### src/rtl/tail_light_pkg.sv
// ----------------------------------------------------------------------------
// tail_light_pkg
//   Shared encodings for the rear-lamp controller.
//   - Brake FSM state codes (IDLE, ACTIVE, HOLD).
//   - Lamp sequencer mode codes (OFF, LEFT, RIGHT, HAZ).
//   - cnt_width(): the number of bits needed to hold a counter's maximum
//     value, never less than 1.
// ----------------------------------------------------------------------------
package tail_light_pkg;

  // Brake FSM states
  localparam logic [1:0] ST_IDLE   = 2'd0;
  localparam logic [1:0] ST_ACTIVE = 2'd1;
  localparam logic [1:0] ST_HOLD   = 2'd2;

  // Sequencer modes
  localparam logic [1:0] MODE_OFF   = 2'd0;
  localparam logic [1:0] MODE_LEFT  = 2'd1;
  localparam logic [1:0] MODE_RIGHT = 2'd2;
  localparam logic [1:0] MODE_HAZ   = 2'd3;

  // Bits needed to represent 0..max_val, with a floor of one bit.
  function automatic int cnt_width(input int max_val);
    return (max_val < 1) ? 1 : $clog2(max_val + 1);
  endfunction

endpackage

### src/rtl/turn_sequencer.sv
// ----------------------------------------------------------------------------
// turn_sequencer
//   Produces the turn-signal and hazard patterns for both side banks.
//   - Decodes the request inputs into a mode. Hazard has priority, and
//     left+right together also counts as hazard.
//   - A prescaler divides clk into sequencer steps.
//   - A phase counter advances once per step. Any mode change restarts the
//     prescaler and the phase from zero.
// Ports
//   clk, rst            clock, synchronous active-high reset
//   left_turn           left indicator request
//   right_turn          right indicator request
//   hazard              hazard request
//   l_pat, r_pat        unbraked lamp patterns, bit0 = innermost lamp
// ----------------------------------------------------------------------------
module turn_sequencer
  import tail_light_pkg::*;
#(
  parameter int N_SIDE   = 3,
  parameter int STEP_DIV = 4
) (
  input  logic              clk,
  input  logic              rst,
  input  logic              left_turn,
  input  logic              right_turn,
  input  logic              hazard,
  output logic [N_SIDE-1:0] l_pat,
  output logic [N_SIDE-1:0] r_pat
);

  localparam int PW  = cnt_width(STEP_DIV - 1);
  localparam int PHW = cnt_width(N_SIDE);
  localparam logic [PW-1:0]  PRESC_MAX = PW'(STEP_DIV - 1);
  localparam logic [PHW-1:0] PHASE_MAX = PHW'(N_SIDE);

  logic [1:0]        mode_next;
  logic [1:0]        mode_reg;
  logic [PW-1:0]     presc_reg;
  logic [PHW-1:0]    phase_reg;
  logic              tick;
  logic [N_SIDE-1:0] sweep;
  logic [N_SIDE-1:0] all_on;

  always_comb begin
    mode_next = MODE_OFF;
    if (hazard || (left_turn && right_turn)) mode_next = MODE_HAZ;
    else if (left_turn)                      mode_next = MODE_LEFT;
    else if (right_turn)                     mode_next = MODE_RIGHT;
  end

  assign tick = (presc_reg == PRESC_MAX);

  always_ff @(posedge clk) begin
    if (rst) begin
      mode_reg  <= MODE_OFF;
      presc_reg <= '0;
      phase_reg <= '0;
    end else begin
      mode_reg <= mode_next;
      // A new mode (or idling in OFF) restarts the pattern from phase 0.
      if ((mode_next != mode_reg) || (mode_next == MODE_OFF)) begin
        presc_reg <= '0;
        phase_reg <= '0;
      end else begin
        presc_reg <= tick ? '0 : presc_reg + 1'b1;
        if (tick) begin
          if (mode_reg == MODE_HAZ)
            phase_reg <= (phase_reg == '0) ? PHW'(1) : '0;
          else
            phase_reg <= (phase_reg == PHASE_MAX) ? '0 : phase_reg + 1'b1;
        end
      end
    end
  end

  // Outward sweep: the lowest `phase` lamps are lit.
  generate
    for (genvar gi = 0; gi < N_SIDE; gi++) begin : g_sweep
      assign sweep[gi] = (phase_reg > PHW'(gi));
    end
  endgenerate

  assign all_on = ((mode_reg == MODE_HAZ) && (phase_reg != '0)) ? '1 : '0;

  always_comb begin
    l_pat = all_on;
    r_pat = all_on;
    if (mode_reg == MODE_LEFT)  l_pat = sweep;
    if (mode_reg == MODE_RIGHT) r_pat = sweep;
  end

endmodule

### src/rtl/tail_light_ctrl.sv
// ----------------------------------------------------------------------------
// tail_light_ctrl
//   Rear-lamp controller. It has three parts:
//   - A brake FSM with a hold counter. This keeps the brake lamps lit for
//     HOLD_CYCLES after the pedal is released.
//   - A turn_sequencer that supplies the sweep and hazard patterns.
//   - Registered lamp outputs. While braking, each side bank shows the
//     inverted pattern and the centre bank is fully lit.
// Ports
//   clk, rst      clock, synchronous active-high reset
//   brake         brake pedal (already synchronised)
//   left_turn     left indicator request
//   right_turn    right indicator request
//   hazard        hazard request
//   l_lights      left bank, bit0 = innermost lamp
//   c_lights      centre bank
//   r_lights      right bank, bit0 = innermost lamp
//   brake_active  combinational brake-lamp enable (from state and brake)
// ----------------------------------------------------------------------------
module tail_light_ctrl
  import tail_light_pkg::*;
#(
  parameter int N_SIDE      = 3,
  parameter int N_CENTER    = 2,
  parameter int HOLD_CYCLES = 2,
  parameter int STEP_DIV    = 4
) (
  input  logic                clk,
  input  logic                rst,
  input  logic                brake,
  input  logic                left_turn,
  input  logic                right_turn,
  input  logic                hazard,
  output logic [N_SIDE-1:0]   l_lights,
  output logic [N_CENTER-1:0] c_lights,
  output logic [N_SIDE-1:0]   r_lights,
  output logic                brake_active
);

  localparam int HW = cnt_width(HOLD_CYCLES - 1);
  localparam logic [HW-1:0] HOLD_INIT = HW'(HOLD_CYCLES - 1);

  logic [1:0]        state_reg, state_next;
  logic [HW-1:0]     hold_cnt_reg, hold_cnt_next;
  logic [N_SIDE-1:0] l_pat, r_pat;

  turn_sequencer #(
    .N_SIDE   (N_SIDE),
    .STEP_DIV (STEP_DIV)
  ) u_seq (
    .clk        (clk),
    .rst        (rst),
    .left_turn  (left_turn),
    .right_turn (right_turn),
    .hazard     (hazard),
    .l_pat      (l_pat),
    .r_pat      (r_pat)
  );

  always_comb begin
    state_next    = state_reg;
    hold_cnt_next = hold_cnt_reg;
    case (state_reg)
      ST_IDLE: begin
        if (brake) state_next = ST_ACTIVE;
      end
      ST_ACTIVE: begin
        if (!brake) begin
          state_next    = ST_HOLD;
          hold_cnt_next = HOLD_INIT;
        end
      end
      ST_HOLD: begin
        if (brake)                   state_next    = ST_ACTIVE;
        else if (hold_cnt_reg == '0) state_next    = ST_IDLE;
        else                         hold_cnt_next = hold_cnt_reg - 1'b1;
      end
      default: state_next = ST_IDLE;
    endcase
  end

  // Mealy output: the pedal lights the lamps in the same cycle. The hold
  // extends them for the release cycle plus HOLD_CYCLES-1 more cycles.
  assign brake_active = brake
                      || (state_reg == ST_ACTIVE)
                      || ((state_reg == ST_HOLD) && (hold_cnt_reg != '0));

  always_ff @(posedge clk) begin
    if (rst) begin
      state_reg    <= ST_IDLE;
      hold_cnt_reg <= '0;
      l_lights     <= '0;
      c_lights     <= '0;
      r_lights     <= '0;
    end else begin
      state_reg    <= state_next;
      hold_cnt_reg <= hold_cnt_next;
      if (brake_active) begin
        l_lights <= ~l_pat;
        r_lights <= ~r_pat;
        c_lights <= '1;
      end else begin
        l_lights <= l_pat;
        r_lights <= r_pat;
        c_lights <= '0;
      end
    end
  end

endmodule

### config.mk
export PLATFORM = sky130hd
export DESIGN_NAME = tail_light_ctrl
export DESIGN_NICKNAME = d
export VERILOG_FILES = /design/src/rtl/tail_light_pkg.sv /design/src/rtl/turn_sequencer.sv /design/src/rtl/tail_light_ctrl.sv
export SDC_FILE = /design/constraint.sdc
export NUM_CORES = 1
export LEC_CHECK = 0
export BUFFER_PORTS_ARGS = -buffer_cell sky130_fd_sc_hd__buf_4
export CAP_MARGIN = 25
export CORE_MARGIN = 10
export CORE_UTILIZATION = 45
export DETAILED_ROUTE_END_ITERATION = 16
export HOLD_SLACK_MARGIN = 0.03
export PLACE_DENSITY = 0.69
export SLEW_MARGIN = 25
export SYNTH_ARGS = -nofsm -noshare
export SYNTH_HDL_FRONTEND = slang
export SYNTH_SLANG_ARGS = --single-unit
### constraint.sdc
create_clock -name clk -period 1.3 [get_ports clk]
set_clock_uncertainty 0.1 [all_clocks]
set_input_delay 0.13 -clock clk [delete_from_list [all_inputs] [get_ports clk]]
set_output_delay 0.13 -clock clk [all_outputs]
set_load 0.01 [all_outputs]
==> results.yml, run 1 <==
timing:
  tns_ns: -0.7996
  rsz0062_at_grt: "true"
  slew_viol_final: 0
  finalCritPeriodShare: 1.158
  hold_violations: 0
  timing.hold.ws_ns: 0.1006
  slew_headroom: 0.8044
  fmax_ghz: 0.6645
  layout_min_cycle_time_ns: 1.505
  tightest_slew_ns: 0.2924
  setup_viol: 7
  timing.final.ws_setup_ns: -0.2049
setup_path:
  rr_worst_depth: 6
  critPathMaxStageDelay_ns: 0.34
  critPathBufInv: 3
  required_ns: 1.07
  cp.depth: 5
  cp-end-kind: "output port"
  crit_family: "simple AND/OR/NAND/NOR gates"
  worstPathMaxFanout: 3
  slowest_stage: "dfxtp_2"
  path_cells: "and3b_4 -> nor3_4 -> buf_12 -> inv_4 -> buf_6"
  crit_type: "register to output port"
  arrival_ns: 1.27
  start_kind: "register"
cts:
  cts-root-buf: "clkbuf_4"
  clk_latency_ns: 0.28
  h-tree-depth: 1
  cts_buffers: 3
  cts.sinks: 16
  clk_pin_slew_ns: 0.09
  cts_tree: "built"
  clockBufferDepth: 2
grt:
  antenna_found_initial: 0
  grt_pass1_wl_um: 2477
  track_usage: 0.08756
  grt_max_degree: 14
  grt_overflow: 0
  grt_pass1_vias: 655
logic_synthesis:
  ys_warn_count: 0
  synth_compound_area_frac: 0.1117
  synth-simple-area-share: 0.2504
  yosysSeqAreaShare: 0.4332
  synthAdderAreaFrac: 0.06768
  syn_inst: 83
  synth.top_cell.area_share: 0.4332
  synthDistinctLibCells: 27
  ys_ff_latch: 16
  synth-xor-area-share: 0.07107
  synthesis.area_um2: 739.5
  synth_area_leader_cell: "dfxtp_1"
  synth_area_leaders: "dfxtp_1, nor2_1, ha_1, xnor2_1, o21ai_0"
  synth_top_family_by_area: "simple AND/OR/NAND/NOR gates"
  synthMuxAreaShare: 0.01354
  synth_nets: 93
  syn_area_per_cell_um2: 8.909
final_layout:
  nets: 122
  utilization: 0.7143
  fillers: 109
  multiInputGateArea_um2: 446.7
  area_growth_pct: 47.21
  antennaDiodeCount: 0
  mostFrequentLayoutCell: "buf_4"
  drive_gt1_frac: 0.4054
  seq_area_um2: 325.3
  final_area_um2: 1089
  final_cell_mix: "buf_4, nor2_1, dfxtp_1, o21ai_0, dlygate4sd3_1"
  largestRegisters: "l_lights x3, r_lights x3"
worst_hold_path:
  hp-class: "primary input to register"
  holdPathStages: 3
route:
  via_per_inst: 5.087
  drtIter0Drc: 4
  vias: 646
  drc_errors: 0
  ant_nets: 0
  routed_wl_um: 1562
  wl_per_cell_um: 12.30
  firstDrtPassIters: 5
status:
  outcome: "complete, but fails checks"
  violations: "negative setup slack"
floorplanning:
  core_um2: 1524
  start_util: 0.4852
  num_rows: 14
  die_y_um: 60.54
  die-area_um2: 3664
  io-pin-count: 15
  fp.dieW_um: 60.54
place:
  place.gp.congestion: 0.6799
  post-place-ws_ns: -0.05625
  dpl_cell_area_um2: 932.1
  hpwl_um: 1072
  port_buffers: 14
pwr:
  power.density_nw_per_um2: 943.3
  irDropWorstVdd_v: 0.0007319
  p_leak_nw: 0.4818
flow_run:
  max_cap_violations: 0
## power by group
group          total (mW)  internal (mW)  switching, mW
clock               0.325          0.170          0.155
combinational       0.172         0.0946         0.0770
sequential          0.530          0.516         0.0143
total                1.03          0.781          0.246
## cell usage after synthesis
cell type   n
nor2_1     17
dfxtp_1    16
o21ai_0     6
inv_1       5
ha_1        4
nor2b_1     4
xnor2_1     4
nand2_1     3
a21oi_1     2
clkbuf_1    2
nor3_1      2
nor3b_1     2
xor2_1      2
a211oi_1    1
a211oi_2    1
a31oi_1     1
and2b_1     1
and3b_4     1
buf_2       1
buf_4       1
mux2i_1     1
nand3_1     1
nor3_4      1
nor3b_2     1
o21bai_1    1
o41ai_1     1
or3_1       1
## path summary, 6_finish.rpt
check	start	endpoint	slack, ns
worst max-delay path	state_reg[0]	brake_active	-0.20
worst min-delay path	brake	hold_cnt_reg	0.10
worst max register to register	state_reg[0]	r_lights[0]	-0.13
worst min register to register	u_seq.presc_reg[0]	u_seq.presc_reg[0]	0.35
## metrics by stage
step,total power [mW],instances
2_1_floorplan,0.6080,83
3_3_place_gp,0.6771,117
3_5_place_dp,0.6808,117
4_1_cts,1.026,128
5_1_grt,1.063,127
6_report,1.027,127
## cells by family after synthesis
| group | Yosys count |
|---|---|
| and+or+nand+nor | 34 |
| DFF | 16 |
| AOI/OAI and AO/OA | 13 |
| buffers and inverters | 9 |
| xor gates and xnor gates | 6 |
| adders and majority gates | 4 |
| muxes | 1 |
## final cells by class
| cell class | instances | area share |
|---|---|---|
| clock buffers | 4 | 0.03333 |
| inverters | 5 | 0.01954 |
| multi-input cells | 58 | 0.4103 |
| flip-flops and latches | 16 | 0.2989 |
| well taps | 16 | 0.01839 |
| repair buffers | 28 | 0.2195 |
## metal layers
metal	routed length (um)	vias up	GRT usage
met4	31	0	0.06583
met2	810	13	0.1574
li1	-	331	-
met3	120	4	0.02923
met1	600	298	0.07986
met5	0	-	0
## worst register-to-register path, cell delays in order, from the launching register on
cell and delay (ns):
dfxtp_2 0.34, and3b_4 0.21, nor3_4 0.19, buf_12 0.13, buf_4 0.15, xor2_1 0.16
nor2_1 0.05
## what timing repair did
item / 4_1_cts / 5_1_grt
setup buffers: 2 / 0
pin swaps: 2 / 4
resized for setup: 7 / 9
hold endpoints to repair: 12 / 0
setup endpoints to repair: 9 / 10
hold buffers: 5 / 0
Note: power is estimated with default switching activity, not from simulation.
==> run 2, diff against run 1 <==
Settings changed: PLACE_DENSITY 0.69 to 0.66.
Clock period 1.3 ns to 1.5 ns, I/O delays scaled along.
==> results.yml, run 2 (synthesis gave the netlist of run 1 again) <==
status:
  outcome: "finished, final reports clean"
worst_hold_path:
  holdPathStages: 3
  min_from: "brake"
  hold_end: "hold_cnt_reg"
  hp-class: "primary input to register"
timing:
  fmax_ghz: 0.6806
  tns_ns: 0
  rsz0062_at_grt: "true"
  hold_violations: 0
  tightest_slew_ns: 0.2973
  timing.hold.ws_ns: 0.1206
  finalCritPeriodShare: 0.9795
  setup_viol: 0
  layout_min_cycle_time_ns: 1.469
  slew_headroom: 0.8015
  slew_viol_final: 0
pwr:
  netSwitchingFraction: 0.2338
  p_comb_frac: 0.149
  pwr-share-clk: 0.266
  total_power_mw: 0.7904
  irDropWorstVdd_v: 0.0008177
  seq_power_share: 0.585
  internal-power_mw: 0.6056
  p_leak_nw: 0.4198
  p_switching_mw: 0.1848
  power.density_nw_per_um2: 816.2
setup_path:
  cp-end-kind: "register"
  path_cells: "buf_4 -> dlygate4sd3_1 -> nor2_1 -> dlygate4sd3_1 -> nor2_1"
  r2r-end: "u_seq.presc_reg[1]"
  rr_worst_depth: 4
  critPathMaxStageDelay_ns: 0.57
  worstPathMaxFanout: 3
  arrival_ns: 1.54
  r2r_start: "u_seq.mode_reg[0]"
  slowest_stage: "dlygate4sd3_1"
  crit_type: "primary input to register"
  start_kind: "primary input"
  r2r_slack_ns: 0.12
  required_ns: 1.58
route:
  wl_per_cell_um: 11.29
  vias: 606
  firstDrtPassIters: 4
  drtIter0Drc: 10
  routed_wl_um: 1355
  via_per_inst: 5.050
  drc_errors: 0
  ant_nets: 0
final_layout:
  largestRegisters: "l_lights x3, r_lights x3"
  nets: 116
  final_cell_mix: "nor2_1, buf_4, dfxtp_1, o21ai_0, dlygate4sd3_1"
  antennaDiodeCount: 0
  area_growth_pct: 30.96
  fillers: 133
  mostFrequentLayoutCell: "nor2_1"
  stdcell_count: 120
  drive_gt1_frac: 0.3173
grt:
  grt_pass1_vias: 560
  grt_pass1_wl_um: 2235
  antenna_found_initial: 0
  grt_max_degree: 14
  track_usage: 0.07860
  grt_overflow: 0
place:
  post-place-cells: 111
  place.gp.congestion: 0.6814
  hpwl_um: 987
  port_buffers: 14
floorplanning:
  die_y_um: 60.54
  fp.dieW_um: 60.54
  core_um2: 1524
  start_util: 0.4852
  num_rows: 14
  io-pin-count: 15
  die-area_um2: 3664
cts:
  cts-root-buf: "clkbuf_4"
  clk_pin_slew_ns: 0.09
  cts.sinks: 16
  clockBufferDepth: 2
  clk_latency_ns: 0.28
  h-tree-depth: 1
  cts_tree: "built"
  cts_buffers: 3
flow_run:
  max_cap_violations: 0
-- run 2: cell count changes in the layout (fill, tap and decap cells not counted), sizes merged --
cell / previous run / this run
buf: 23 / 16
dlygate4sd3: 5 / 6
clkbuf: 4 / 3
-- run 2: final cells by class --
cell class / instances / area (um^2) / share of cell area
tap: 16 / 20.02 / 0.02067
multi-input combinational: 58 / 396.6 / 0.4096
timing repair buffer: 22 / 183.9 / 0.1899
clock buffer: 3 / 22.52 / 0.02326
sequential: 16 / 326.6 / 0.3372
inverter: 5 / 18.77 / 0.01938
-- run 2: timing repair --
| action | 4_1_cts | 5_1_grt |
|---|---|---|
| hold buffers | 6 | 0 |
| gates resized for setup | 4 | 7 |
| endpoints found under the setup margin | 1 | 10 |
| hold endpoints to repair | 4 | 0 |
| pin swaps | 1 | 1 |
| setup buffers | 1 | 0 |
-- run 2: worst max-delay path by stage --
stage | to | depth (start not counted) | startpoint | slack (ns)
after CTS | brake_active | 5 | state_reg[0] | -0.07
after detailed placement | l_lights[1] | 6 | u_seq.phase_reg[0] | 0.05
after global placement | r_lights[2] | 6 | u_seq.phase_reg[0] | 0.09
after floorplan | u_seq.presc_reg[1] | 5 | u_seq.mode_reg[0] | 0.13
final | u_seq.mode_reg[0] | 5 | left_turn | 0.03
after global routing | brake_active | 4 | state_reg[0] | -0.006
-- run 2: metrics by stage --
step / area (um^2) / util / setup slack, ns
2_1_floorplan: 739.5 / - / 0.1325
3_3_place_gp: 872.1 / 0.5723 / 0.08529
3_5_place_dp: 872.1 / 0.5723 / 0.04663
4_1_cts: 968.4 / 0.6355 / -0.06942
5_1_grt: 968.4 / 0.6355 / -0.005571
6_report: 968.4 / 0.6355 / 0.03077
-- run 2: routing by layer --
layer / vias to the layer above / global-route usage / wire (um)
met2: 20 / 0.1338 / 637
met4: 0 / 0.01881 / 11
met1: 266 / 0.08057 / 571
li1: 318 / - / -
met3: 2 / 0.04802 / 135
met5: - / 0 / 0
-- run 2: power groups by stage --
stage	clock (mW)	sequential [mW]	combinational, mW
3_3_place_gp	0	0.471	0.106
4_1_cts	0.219	0.462	0.125
6_report	0.211	0.462	0.118
3_5_place_dp	0	0.471	0.108
5_1_grt	0.240	0.466	0.131
2_1_floorplan	0	0.470	0.0551
-- run 2: worst max-delay path: cells and delay by family --
kind,cells,cell delay (ns)
AND/OR/NAND/NOR,2,0.16
buffers and inverters,3,1.24
